File: config.mk
export PLATFORM = sky130hd
export DESIGN_NAME = bf_sequencer
export DESIGN_NICKNAME = d
export VERILOG_FILES = /design/src/rtl/bf_sequencer.sv
export SDC_FILE = /design/constraint.sdc
export NUM_CORES = 1
export LEC_CHECK = 0
export CAP_MARGIN = 30
export CELL_PAD_IN_SITES_DETAIL_PLACEMENT = 1
export CELL_PAD_IN_SITES_GLOBAL_PLACEMENT = 2
export CORE_UTILIZATION = 37
export CTS_BUF_LIST = sky130_fd_sc_hd__clkbuf_8
export CTS_CLUSTER_SIZE = 20
export DETAILED_ROUTE_END_ITERATION = 16
export PLACE_DENSITY = 0.95
export SLEW_MARGIN = 20
export SYNTH_ARGS = -nofsm -noshare
export SYNTH_HDL_FRONTEND = slang
export SYNTH_SLANG_ARGS = --single-unit
File: constraint.sdc
create_clock -name clk -period 5.2 [get_ports clk]
set_input_delay 0.52 -clock clk [delete_from_list [all_inputs] [get_ports clk]]
set_output_delay 0.52 -clock clk [all_outputs]
set_load 0.1 [all_outputs]
File: src/rtl/bf_sequencer.sv
// Brainfuck instruction sequencer: fetches program bytes, walks data cells over a
// single request/ack memory port, and streams '.' output and ',' input via valid/ready.
module bf_sequencer #(
    parameter int DATA_W  = 8,
    parameter int ADDR_W  = 16,
    parameter int PC_W    = 12,
    parameter int PTR_W   = 12,
    parameter int DEPTH_W = 8,
    parameter logic [ADDR_W-1:0] DATA_BASE = ADDR_W'(16'h8000)
) (
    input  logic              clk,
    input  logic              nreset,
    input  logic              en,
    output logic              mem_req,
    output logic              mem_we,
    output logic [ADDR_W-1:0] mem_addr,
    output logic [DATA_W-1:0] mem_wdata,
    input  logic [DATA_W-1:0] mem_rdata,
    input  logic              mem_ack,
    output logic              out_valid,
    output logic [DATA_W-1:0] out_data,
    input  logic              out_ready,
    input  logic              in_valid,
    input  logic [DATA_W-1:0] in_data,
    output logic              in_ready,
    output logic              halted,
    output logic              error,
    output logic [3:0]        dbg_state_o
);

    // Handshakes: a transfer happens on a rising edge where valid (mem_req/out_valid/in_valid)
    // and ready (mem_ack/out_ready/in_ready) are both high and en is high; valid-side
    // outputs are pure functions of state, so they stay stable until that edge.

    typedef enum logic [3:0] {
        S_FETCH, S_DECODE, S_NEXT_PC, S_RD, S_MOD, S_WR, S_OUT, S_IN, S_HALT
    } state_t;

    localparam logic [DATA_W-1:0] CH_INC   = DATA_W'(8'h2B);
    localparam logic [DATA_W-1:0] CH_DEC   = DATA_W'(8'h2D);
    localparam logic [DATA_W-1:0] CH_RIGHT = DATA_W'(8'h3E);
    localparam logic [DATA_W-1:0] CH_LEFT  = DATA_W'(8'h3C);
    localparam logic [DATA_W-1:0] CH_OUT   = DATA_W'(8'h2E);
    localparam logic [DATA_W-1:0] CH_IN    = DATA_W'(8'h2C);
    localparam logic [DATA_W-1:0] CH_LOOP  = DATA_W'(8'h5B);
    localparam logic [DATA_W-1:0] CH_END   = DATA_W'(8'h5D);
    localparam logic [DATA_W-1:0] CH_NUL   = '0;

    state_t               state_q, state_d;
    logic [PC_W-1:0]      pc_q, pc_d;
    logic [PTR_W-1:0]     ptr_q, ptr_d;
    logic [DATA_W-1:0]    cell_q, cell_d;
    logic [DATA_W-1:0]    instr_q, instr_d;
    logic [DEPTH_W-1:0]   depth_q, depth_d;
    logic                 scan_q, scan_d;
    logic                 dir_q, dir_d;
    logic                 error_q, error_d;
    // Low for the first cycle after reset so no request is raised while reset is applied.
    logic                 live_q;

    logic [ADDR_W-1:0]    pc_addr;
    logic [ADDR_W-1:0]    data_addr;

    assign pc_addr   = {{(ADDR_W-PC_W){1'b0}}, pc_q};
    assign data_addr = DATA_BASE + {{(ADDR_W-PTR_W){1'b0}}, ptr_q};

    always_ff @(posedge clk) begin
        if (!nreset) begin
            state_q <= S_FETCH;
            pc_q    <= '0;
            ptr_q   <= '0;
            cell_q  <= '0;
            instr_q <= '0;
            depth_q <= '0;
            scan_q  <= 1'b0;
            dir_q   <= 1'b0;
            error_q <= 1'b0;
            live_q  <= 1'b0;
        end else if (en) begin
            state_q <= state_d;
            pc_q    <= pc_d;
            ptr_q   <= ptr_d;
            cell_q  <= cell_d;
            instr_q <= instr_d;
            depth_q <= depth_d;
            scan_q  <= scan_d;
            dir_q   <= dir_d;
            error_q <= error_d;
            live_q  <= 1'b1;
        end
    end

    always_comb begin
        state_d   = state_q;
        pc_d      = pc_q;
        ptr_d     = ptr_q;
        cell_d    = cell_q;
        instr_d   = instr_q;
        depth_d   = depth_q;
        scan_d    = scan_q;
        dir_d     = dir_q;
        error_d   = error_q;
        mem_req   = 1'b0;
        mem_we    = 1'b0;
        mem_addr  = '0;
        mem_wdata = cell_q;
        out_valid = 1'b0;
        in_ready  = 1'b0;

        case (state_q)
            S_FETCH: begin
                if (live_q) begin
                    mem_req  = 1'b1;
                    mem_addr = pc_addr;
                    if (mem_ack) begin
                        instr_d = mem_rdata;
                        state_d = S_DECODE;
                    end
                end
            end
            S_DECODE: begin
                if (scan_q) begin
                    if (instr_q == CH_NUL) begin
                        state_d = S_HALT;
                    end else begin
                        state_d = S_NEXT_PC;
                        // Opening bracket in the scan direction nests deeper; closing one unwinds.
                        if (instr_q == (dir_q ? CH_END : CH_LOOP)) begin
                            if (depth_q == '1) begin
                                error_d = 1'b1;
                                state_d = S_HALT;
                            end else begin
                                depth_d = depth_q + DEPTH_W'(1);
                            end
                        end else if (instr_q == (dir_q ? CH_LOOP : CH_END)) begin
                            depth_d = depth_q - DEPTH_W'(1);
                            if (depth_q == DEPTH_W'(1)) scan_d = 1'b0;
                        end
                    end
                end else begin
                    case (instr_q)
                        CH_INC, CH_DEC, CH_LOOP, CH_END, CH_OUT: state_d = S_RD;
                        CH_RIGHT: begin
                            ptr_d   = ptr_q + PTR_W'(1);
                            state_d = S_NEXT_PC;
                        end
                        CH_LEFT: begin
                            ptr_d   = ptr_q - PTR_W'(1);
                            state_d = S_NEXT_PC;
                        end
                        CH_IN:   state_d = S_IN;
                        CH_NUL:  state_d = S_HALT;
                        default: state_d = S_NEXT_PC;
                    endcase
                end
            end
            S_NEXT_PC: begin
                pc_d    = (scan_q && dir_q) ? pc_q - PC_W'(1) : pc_q + PC_W'(1);
                state_d = S_FETCH;
            end
            S_RD: begin
                mem_req  = 1'b1;
                mem_addr = data_addr;
                if (mem_ack) begin
                    cell_d  = mem_rdata;
                    state_d = (instr_q == CH_OUT) ? S_OUT : S_MOD;
                end
            end
            S_MOD: begin
                state_d = S_NEXT_PC;
                if (instr_q == CH_INC) begin
                    cell_d  = cell_q + DATA_W'(1);
                    state_d = S_WR;
                end else if (instr_q == CH_DEC) begin
                    cell_d  = cell_q - DATA_W'(1);
                    state_d = S_WR;
                end else if ((instr_q == CH_LOOP && cell_q == '0) ||
                             (instr_q == CH_END && cell_q != '0)) begin
                    scan_d  = 1'b1;
                    dir_d   = (instr_q == CH_END);
                    depth_d = DEPTH_W'(1);
                end
            end
            S_WR: begin
                mem_req  = 1'b1;
                mem_we   = 1'b1;
                mem_addr = data_addr;
                if (mem_ack) state_d = S_NEXT_PC;
            end
            S_OUT: begin
                out_valid = 1'b1;
                if (out_ready) state_d = S_NEXT_PC;
            end
            S_IN: begin
                in_ready = 1'b1;
                if (in_valid) begin
                    cell_d  = in_data;
                    state_d = S_WR;
                end
            end
            S_HALT: state_d = S_HALT;
            default: state_d = S_HALT;
        endcase
    end

    assign out_data    = cell_q;
    assign halted      = (state_q == S_HALT);
    assign error       = error_q;
    assign dbg_state_o = state_q;

endmodule

Word level (Yosys, flattened, before mapping)
Index checks and enable logic that the tools add are counted.

operators by class
  add/sub/neg operators = 9
  reduce and logical (&&, ||, !) cells = 22
  eq/ne operators = 34
  muxes and demuxes = 49
  bitwise logic cells = 4

operator list
  cell                                                                  number
  8-bit 2-to-1 mux                                                      12
  8-bit by 6-bit == test with 1-bit output, second input constant       6
  4-bit 2-to-1 mux                                                      10
  16-bit case mux with 2 select lines                                   1
  4-bit case mux with 8 select lines                                    1
  12-bit by 1-bit adder with 12-bit output, second input constant       2
  12-bit 2-to-1 mux                                                     2
  12-bit case mux with 2 select lines                                   1
  8-bit case mux with 3 select lines                                    1
  12-bit by 1-bit subtractor with 12-bit output, second input constant  2
  2-bit != test, second input constant                                  11
  16-bit by 12-bit adder with 16-bit output, first input constant       1
  8-bit by 1-bit adder with 8-bit output, second input constant         2
  4-bit by 3-bit == test with 1-bit output, second input constant       4
  8-bit by 7-bit == test with 1-bit output                              2
  8-bit by 7-bit == test with 1-bit output, second input constant       2
  8-bit logical NOT                                                     2
  8-bit case mux with 2 select lines                                    1
  8-bit by 1-bit subtractor with 8-bit output, second input constant    2
  5-bit AND reduction                                                   3
  1-bit 2-to-1 mux                                                      12
  3-bit 2-to-1 mux                                                      4
  4-bit case mux with 3 select lines                                    1
  3-bit != test, second input constant                                  3
  21 further kinds                                                      30

storage, ports and cells
  register bits after elaboration = 56
  word-level logic and storage cells = 128
  bits of input ports = 22

Depth between registers and ports, before layout
Gate-level depths: netlist (run 1).

  depth in word-level cells = 7
  mapped depth = 11
  mapped depth without buffers = 11

Least setup slack after synthesis (run 1)
Ideal clock, no wire load.

  kind = reg-to-reg
  start point = reg state_q[1], in the netlist dbg_state_o[1]
  end point = reg ptr_q[0]
  stages on the path, launching flop included = 8
  setup slack = -0.243 ns
  arrival time = 5.328 ns
  cell sequence = dfxtp_1 > buf_6 > nor4bb_1 > a221o_1 > nor4_4 > buf_6 > xor2_1 > and2_1

between the ends
  cells in the longest elaborated chain, start to end = 2

ends and longest elaborated chain
  what                                      line  text
  start, declared                           49    state_t state_q, state_d;
  start signal, assigned                    80    state_q <= state_d;
  4-bit by 1-bit == test with 1-bit output  110   case (state_q)
  4-bit AND reduction (no source line)      --
  end signal, assigned                      82    ptr_q <= ptr_d;
  end, declared                             51    logic [PTR_W-1:0] ptr_q, ptr_d;

No other way between the ends.
A chain may end at the register's enable or synchronous reset.

Worst setup path after layout (run 1)
  start point = reg state_q[1], in the netlist dbg_state_o[1]
  end point = out mem_addr[6]

between the ends
  cells in the longest elaborated chain, start to end = 3
  elaborated cells between the ends (all ways) = 5
  those cells by class = eq/ne (2); mux (1); reduce/logical (2)

ends and longest elaborated chain
  what                                                                                                  line  text
  4-bit by 3-bit == test with 1-bit output or 4-bit by 2-bit == test with 1-bit output (tied branches)  110
  2-bit OR reduction (no source line)                                                                   --
  16-bit case mux with 2 select lines (*)                                                               110
  end, declared                                                                                         16    output logic [ADDR_W-1:0] mem_addr,

Every way passes the cells marked *; elsewhere a longest branch is shown, timed or not.

==> results.toml, run 1 <==
[yosys]
syn_inst = 515
ys_warn_count = 0
synthDominantCellAreaShare_pct = 25.8
yosys.area.top_type = "dfxtp_1"
netlist_top_cells_area = "dfxtp_1 26%, ha_1 5.8%, xnor2_1 3.8%"
synth.distinct_cells = 70
synth.avg_cell_area_um2 = 8.45
syn-cell-area_um2 = 4350
synth_seq_cells = 56
synth_edf_count = 0
synthFlopType = "dfxtp_1"
ys_seq_area_share_pct = 25.8
async_flop_share_pct = 0

[timing]
slew_headroom_pct = 32.7
finClkSkew_ns = 0.00791
finalHoldViolCount = 0
setup_slack_ns = 1.59
fin_crit_ns = 3.61
period_share_pct = 69.5
drv_slew = 0
finalSetupViolCount = 0
max_freq_ghz = 0.277
fin_tns_setup_ns = 0
rsz0062_at_grt = "no"
worst_pin_slew_ns = 1.01

[layout]
nets = 593
drive_gt1_share_pct = 6.36
n_antenna_cell = 0
syn_to_final_growth_pct = 16.4

[setup_path]
r2r-end = "ptr_q[2]"
worstSetupStartpointType = "register"
worstPathMaxFanout = 20
critPathCapture = "mem_addr[6]"
r2r_slack_ns = 2.05
r2r-start = "dbg_state_o[0]"
reg2reg_depth = 6
crit_path_start = "dbg_state_o[1]"
crit_type = "reg2out"
required_ns = 4.68
cp.arrival_ns = 3.09
end_kind = "output pin"

[pwr]
finalPower_mw = 1.55
pwr_density_cell_nw_per_um2 = 306
p_leak_nw = 2.00
ir_worst_vdd_mv = 0.215

[floorplan]
num_rows = 39
dieArea_um2 = 12200
die_h_um = 110
start_util_pct = 38.1
coreArea_um2 = 11400
die_w_um = 110
io_pins = 64

[global_route]
grt_start_max_net_pins = 38
grt-ovfl-total = 0
grt_use_total_pct = 20.8
grt_pass1_wl_mm = 20.9
antenna_found_initial = 0
grt_pass1_vias = 4170

[route]
wl_per_cell_um = 17.9
drc = 0
ant_nets = 0
vias_per_cell = 5.82
drtPass1Iterations = 4
drtIter0Drc = 104
vias = 4033
routed_wirelength_mm = 12.4

[clock_tree]
ctsResizeCount = 0
cts_buffer_depth = 2
h-tree-depth = 2
cts_tree = "done"
cts_hold_buf = 0
cts_root_buf = "clkbuf_8"
clk_latency_ns = 0.32
clk_pin_slew_ns = 0.10
postCtsSetupBuffers = 0
cts_sinks = 56
cts_buffers = 5

[outcome]
status = "finished, final reports clean"

[placement]
io_buffer_count = 60
place_congestion = 0.847
detailedPlace.worstSlack_ns = 1.95
place_hpwl_mm = 9.25

[worst_hold_path]
min_path_type = "reg2reg"

[run]
drv_cap = 0
-- through the flow --
stage	instances	hold WS, ns	instance area [um2]	util, %
global placement	683	0.458	4940	43.3
CTS	692	0.493	5050	44.3
floorplan	517	0.446	4360	-
detailed placement	684	0.469	4960	43.5
global route	693	0.514	5060	44.3
finish	693	0.493	5060	44.3
-- how the worst min path moves through the flow --
stage	startpoint	endpoint	slack [ns]	cells past startpoint
2_1_floorplan	pc_q[11]	pc_q[11]	0.45	2
3_3_place_gp	error	error	0.46	1
3_5_place_dp	error	error	0.47	1
4_1_cts	error	error	0.49	1
5_1_grt	error	error	0.51	1
6_report	error	error	0.49	1
-- worst max-delay path, stage by stage, from the launching register on --
cell and delay, ns:
dfxtp_1 0.79, xnor2_1 0.13, nor3b_1 0.27, buf_4 0.25, a22o_1 0.17, clkdlybuf4s50_1 1.15
-- state kept, by name, indices dropped and copies added, names as in the netlist --
| register | count |
|---|---|
| pc_q | 12 |
| ptr_q | 12 |
| depth_q | 8 |
| instr_q | 8 |
| mem_wdata | 8 |
| dbg_state_o | 4 |
| dir_q | 1 |
| error | 1 |
| live_q | 1 |
| scan_q | 1 |
-- report_power, final --
| part | internal, mW | switching (mW) |
|---|---|---|
| logic | 0.243 | 0.513 |
| registers | 0.461 | 0.0771 |
| clock network | 0.105 | 0.150 |
-- kinds of logic (layout without fill, tap and decap cells) --
family                     after synthesis  in the layout  share of synthesized area, %
buffers and inverters                   50             83                          5.84
adders and majority gates               22             22                          6.67
xor gates and xnor gates                26             26                          5.23
AOI/OAI and AO/OA                      135            135                          24.3
muxes                                   16             16                          3.71
other                                    1              3                        0.0862
and+or+nand+nor                        209            209                          28.4
DFF                                     56             56                          25.8
-- layout make-up --
cell class,count,area (um2)
well taps,143,179
fillers,1394,6360
clock inverters,2,7.51
clock buffers,6,82.6
multi-input cells,411,2990
repair buffers,65,646
flip-flops and latches,56,1120
inverters,10,37.5
-- per-layer routing --
layer	share of wire [%]	up-vias	track usage, %
met5	0	-	0
met4	1.2	0	5.24
met3	3.1	11	2.85
met2	48	69	34.9
met1	48	1970	27.9
li1	-	1983	-
-- cells in the mapped netlist (12+ instances only) --
master	n
dfxtp_1	56
nand2_1	31
nor2_1	27
and2_1	21
clkbuf_1	21
ha_1	20
nand3_1	20
xnor2_1	19
mux2i_1	15
nor2b_1	15
nor3_1	15
o21ai_0	14
a22o_1	12
buf_4	12
-- layout by cell type, fill, tap and decap left out, drive strengths merged, types with 19 or more instances in the layout --
master         netlist  final
and2                21     21
clkdlybuf4s50        0     59
dfxtp               56     56
ha                  20     20
nand2               33     33
nand3               20     20
nor2                27     27
o21ai               30     30
xnor2               19     19
Power figures use the tool's default switching activity.
==> run 2, diff against run 1 <==
CORE_UTILIZATION = 34   (was 37)
PLACE_DENSITY = 0.92   (was 0.95)
clock period = 3.4 ns   (was 5.2 ns; I/O delays follow)
==> run 2 against run 1 <==
Effect of this change:
- die area rose by 8.7%
- worst hold slack improved by 0.00093 ns
- cell count increased by 5.1%
- sequential share of layout area decreased by 1.2 points
- non-clock buffer count rose by 10
- via count up 2.4%
- worst setup slack got worse by 1.2 ns
- combinational power grew 64%
==> results.toml, run 2 (synthesis gave the netlist of run 1 again) <==
[route]
wl_met1_mm = 6.41
route.met2.wl_mm = 6.53
ant_nets = 0
routed.top_layer = "met4"
drtIter0Drc = 133
vias = 4131
wl_met3_um = 314
wl_per_cell_um = 18.5
drc = 0
routed_wirelength_mm = 13.4
vias_per_cell = 5.67
drtPass1Iterations = 4

[layout]
nets = 603
mostFrequentLayoutCells = "55 x dfxtp_1, 39 x clkdlybuf4s50_1, 31 x nand2_1"
n_antenna_cell = 0
drive_gt1_share_pct = 14.1
top_regs = "pc_q x12, ptr_q x12"
syn_to_final_growth_pct = 23.1
final_common_cell = "dfxtp_1"
fin_area_um2 = 5350

[setup_path]
end_kind = "register"
r2r-end = "mem_wdata[7]"
r2r_slack_ns = 0.38
crit_type = "reg2reg"
worstPathMaxFanout = 7
reg2reg_depth = 11
required_ns = 3.61
r2r-start = "instr_q[3]"
worstSetupStartpointType = "register"
cp.arrival_ns = 3.24

[run]
drv_cap = 0

[clock_tree]
clk_latency_ns = 0.33
cts_sinks = 56
clk_pin_slew_ns = 0.11
cts_hold_buf = 0
cts_root_buf = "clkbuf_8"
ctsResizeCount = 0
postCtsSetupBuffers = 0
h-tree-depth = 2
cts_buffer_depth = 2
cts_tree = "done"
cts_buffers = 5

[pwr]
p_leak_nw = 2.14
pwr_density_cell_nw_per_um2 = 461
ir_worst_vdd_mv = 0.282

[worst_hold_path]
hold_end = "error"
whs_path_depth = 1
min_from = "error"
min_path_type = "reg2reg"

[timing]
worst_pin_slew_ns = 1.02
hold_ws_ns = 0.494
drv_slew = 0
period_share_pct = 88.9
finClkSkew_ns = 0.0104
finalHoldViolCount = 0
max_freq_ghz = 0.331
rsz0062_at_grt = "no"
slew_headroom_pct = 31.8
fin_crit_ns = 3.02
finalSetupViolCount = 0

[placement]
io_buffer_count = 60
place_hpwl_mm = 10.2
place_congestion = 0.902
placed_area_um2 = 5220

[global_route]
grt_start_max_net_pins = 42
grt-ovfl-total = 0
grt_pass1_vias = 4329
grt_pass1_wl_mm = 22.3
antenna_found_initial = 0
grt_use_total_pct = 21.1

[floorplan]
num_rows = 40
start_util_pct = 35.5
coreArea_um2 = 12300
io_pins = 64
die_h_um = 115
dieArea_um2 = 13300
die_w_um = 115

[outcome]
status = "finished, final reports clean"
[run 2: cell type report]
type                    instances  area, um2
fillers                      1437       6910
multi-input cells             411       3020
flip-flops and latches         56       1120
repair buffers                 75        866
well taps                     168        210
clock buffers                   6       82.6
inverters                      10       37.5
clock inverters                 2       15.0
[run 2: worst max-delay path, cell delays in order (launching register included)]
cell	delay (ns)
dfxtp_1	0.44
nor2b_1	0.25
nand4_1	0.13
nor2_1	0.24
inv_1	0.21
ha_1	0.33
a211oi_1	0.34
o21ai_0	0.15
a31oi_1	0.26
xor2_1	0.14
a222oi_1	0.29
o2bb2ai_1	0.12
[run 2: where the power goes]
group	switching [mW]	leakage (nW)	internal, mW	total [mW]
clock	0.250	0.0434	0.166	0.416
combinational	0.827	1.64	0.416	1.24
sequential	0.104	0.453	0.707	0.811
[run 2: layer usage]
metal | vias to the layer above | track usage (%)
met4 | 0 | 5.54
li1 | 2019 | -
met2 | 50 | 37.3
met1 | 2048 | 27.2
met3 | 14 | 2.53
met5 | - | 0
[run 2: how the worst max path moves through the flow]
stage / startpoint / endpoint / slack, ns / cells past startpoint
2_1_floorplan: dbg_state_o[3] / halted / -0.07 / 2
3_3_place_gp: instr_q[0] / ptr_q[4] / 0.67 / 10
3_5_place_dp: instr_q[3] / mem_wdata[7] / 0.42 / 11
4_1_cts: instr_q[3] / mem_wdata[7] / 0.39 / 11
5_1_grt: instr_q[3] / mem_wdata[7] / 0.07 / 11
6_report: instr_q[3] / mem_wdata[7] / 0.38 / 11
[run 2: stage by stage]
step	instances	setup slack [ns]	TNS [ns]	power, mW	utilization (%)
after CTS	726	0.394	0	2.48	43.4
after global placement	718	0.675	0	2.02	42.6
after global routing	728	0.0688	0	2.62	43.7
after floorplan	517	-0.0680	-0.218	1.75	-
final	728	0.378	0	2.47	43.7
after detailed placement	718	0.418	0	2.06	42.6
==> run 3, diff against run 2 <==
SLEW_MARGIN = 25   (was 20)
==> run 3 against run 2 <==
Effect of this change:
- combinational power about the same
- clock power about the same
- maximum frequency rose by 0.34%
- via count shrank 0.17%
- non-clock buffer count decreased by 1
- wire length is 0.13% higher
- power hardly changed
- critical path depth stayed put
- critical endpoint unchanged
- sequential share of layout area about the same
==> results.toml, run 3 (synthesis gave the netlist of run 1 again) <==
[outcome]
status = "finished, final reports clean"

[floorplan]
die_h_um = 115
num_rows = 40
dieArea_um2 = 13300
die_w_um = 115
start_util_pct = 35.5
coreArea_um2 = 12300
io_pins = 64

[route]
drtPass1Iterations = 4
routed.top_layer = "met4"
wl_met1_mm = 6.44
drtIter0Drc = 156
drc = 0
wl_met3_um = 310
vias_per_cell = 5.67
ant_nets = 0
wl_per_cell_um = 18.5
vias = 4124
routed_wirelength_mm = 13.5
route.met2.wl_mm = 6.53

[layout]
top_regs = "pc_q x12, ptr_q x12"
mostFrequentLayoutCells = "55 x dfxtp_1, 39 x clkdlybuf4s50_1, 31 x nand2_1"
final_common_cell = "dfxtp_1"
n_antenna_cell = 0
drive_gt1_share_pct = 14.1
syn_to_final_growth_pct = 23.0
nets = 602

[placement]
place_hpwl_mm = 10.2
io_buffer_count = 60
place_congestion = 0.902
detailedPlace.worstSlack_ns = 0.418

[pwr]
ir_worst_vdd_mv = 0.282
pwr_density_cell_nw_per_um2 = 462
p_leak_nw = 2.13

[setup_path]
worstSetupStartpointType = "register"
r2r_slack_ns = 0.39
end_kind = "register"
required_ns = 3.61
cp.arrival_ns = 3.23
worstPathMaxFanout = 7
crit_type = "reg2reg"

[global_route]
grt_pass1_vias = 4329
antenna_found_initial = 0
grt-ovfl-total = 0
grt_start_max_net_pins = 42
grt_use_total_pct = 21.1
grt_pass1_wl_mm = 22.3

[run]
drv_cap = 0

[worst_hold_path]
min_path_type = "reg2reg"

[clock_tree]
postCtsSetupBuffers = 0
cts_sinks = 56
ctsResizeCount = 0
cts_buffers = 5
clk_pin_slew_ns = 0.11
h-tree-depth = 2
cts_buffer_depth = 2
cts_hold_buf = 0
cts_tree = "done"
clk_latency_ns = 0.33
cts_root_buf = "clkbuf_8"

[timing]
setup_slack_ns = 0.388
drv_slew = 0
worst_pin_slew_ns = 1.02
finalSetupViolCount = 0
fin_tns_setup_ns = 0
rsz0062_at_grt = "no"
fin_crit_ns = 3.01
period_share_pct = 88.6
finClkSkew_ns = 0.00956
slew_headroom_pct = 31.8
max_freq_ghz = 0.332
finalHoldViolCount = 0
## run 3: per-layer routing
layer	GRT usage, %	vias up
met4	5.54	0
met2	37.3	46
met1	27.2	2049
met5	0	-
met3	2.53	14
li1	-	2015
## run 3: path summary, 6_finish.rpt
path,cells past startpoint,to,start
setup / recovery,11,mem_wdata[7],instr_q[3]
hold / removal,1,error,error
setup reg to reg,11,mem_wdata[7],instr_q[3]
hold reg to reg,1,error,error
## run 3: layout make-up
type	count	area, um2
Sequential cell	56	1120
Timing Repair Buffer	74	858
Clock inverter	2	15.0
Fill cell	1434	6910
Tap cell	168	210
Clock buffer	6	82.6
Multi-Input combinational cell	411	3030
Inverter	10	37.5
## run 3: power by group
part           internal [mW]  switching [mW]
Clock                  0.166           0.250
Combinational          0.415           0.829
Sequential             0.707           0.104
Total                   1.29            1.18
## run 3: critical path: stages, from the launching register on
cell and delay, ns:
dfxtp_1 0.44, nor2b_1 0.24, nand4_1 0.13, nor2_1 0.24, inv_1 0.21, ha_1 0.33
a211oi_1 0.33, o21ai_0 0.15, a31oi_1 0.26, xor2_1 0.14, a222oi_1 0.29, o2bb2ai_1 0.12
## run 3: stage by stage
step	power (mW)	hold slack, ns	area [um2]	std cells	utilization (%)
3_3_place_gp	2.02	0.447	5220	718	42.6
5_1_grt	2.61	0.519	5350	727	43.7
6_report	2.47	0.494	5350	727	43.7
3_5_place_dp	2.06	0.469	5220	718	42.6
2_1_floorplan	1.75	0.446	4400	517	-
4_1_cts	2.48	0.497	5320	726	43.4
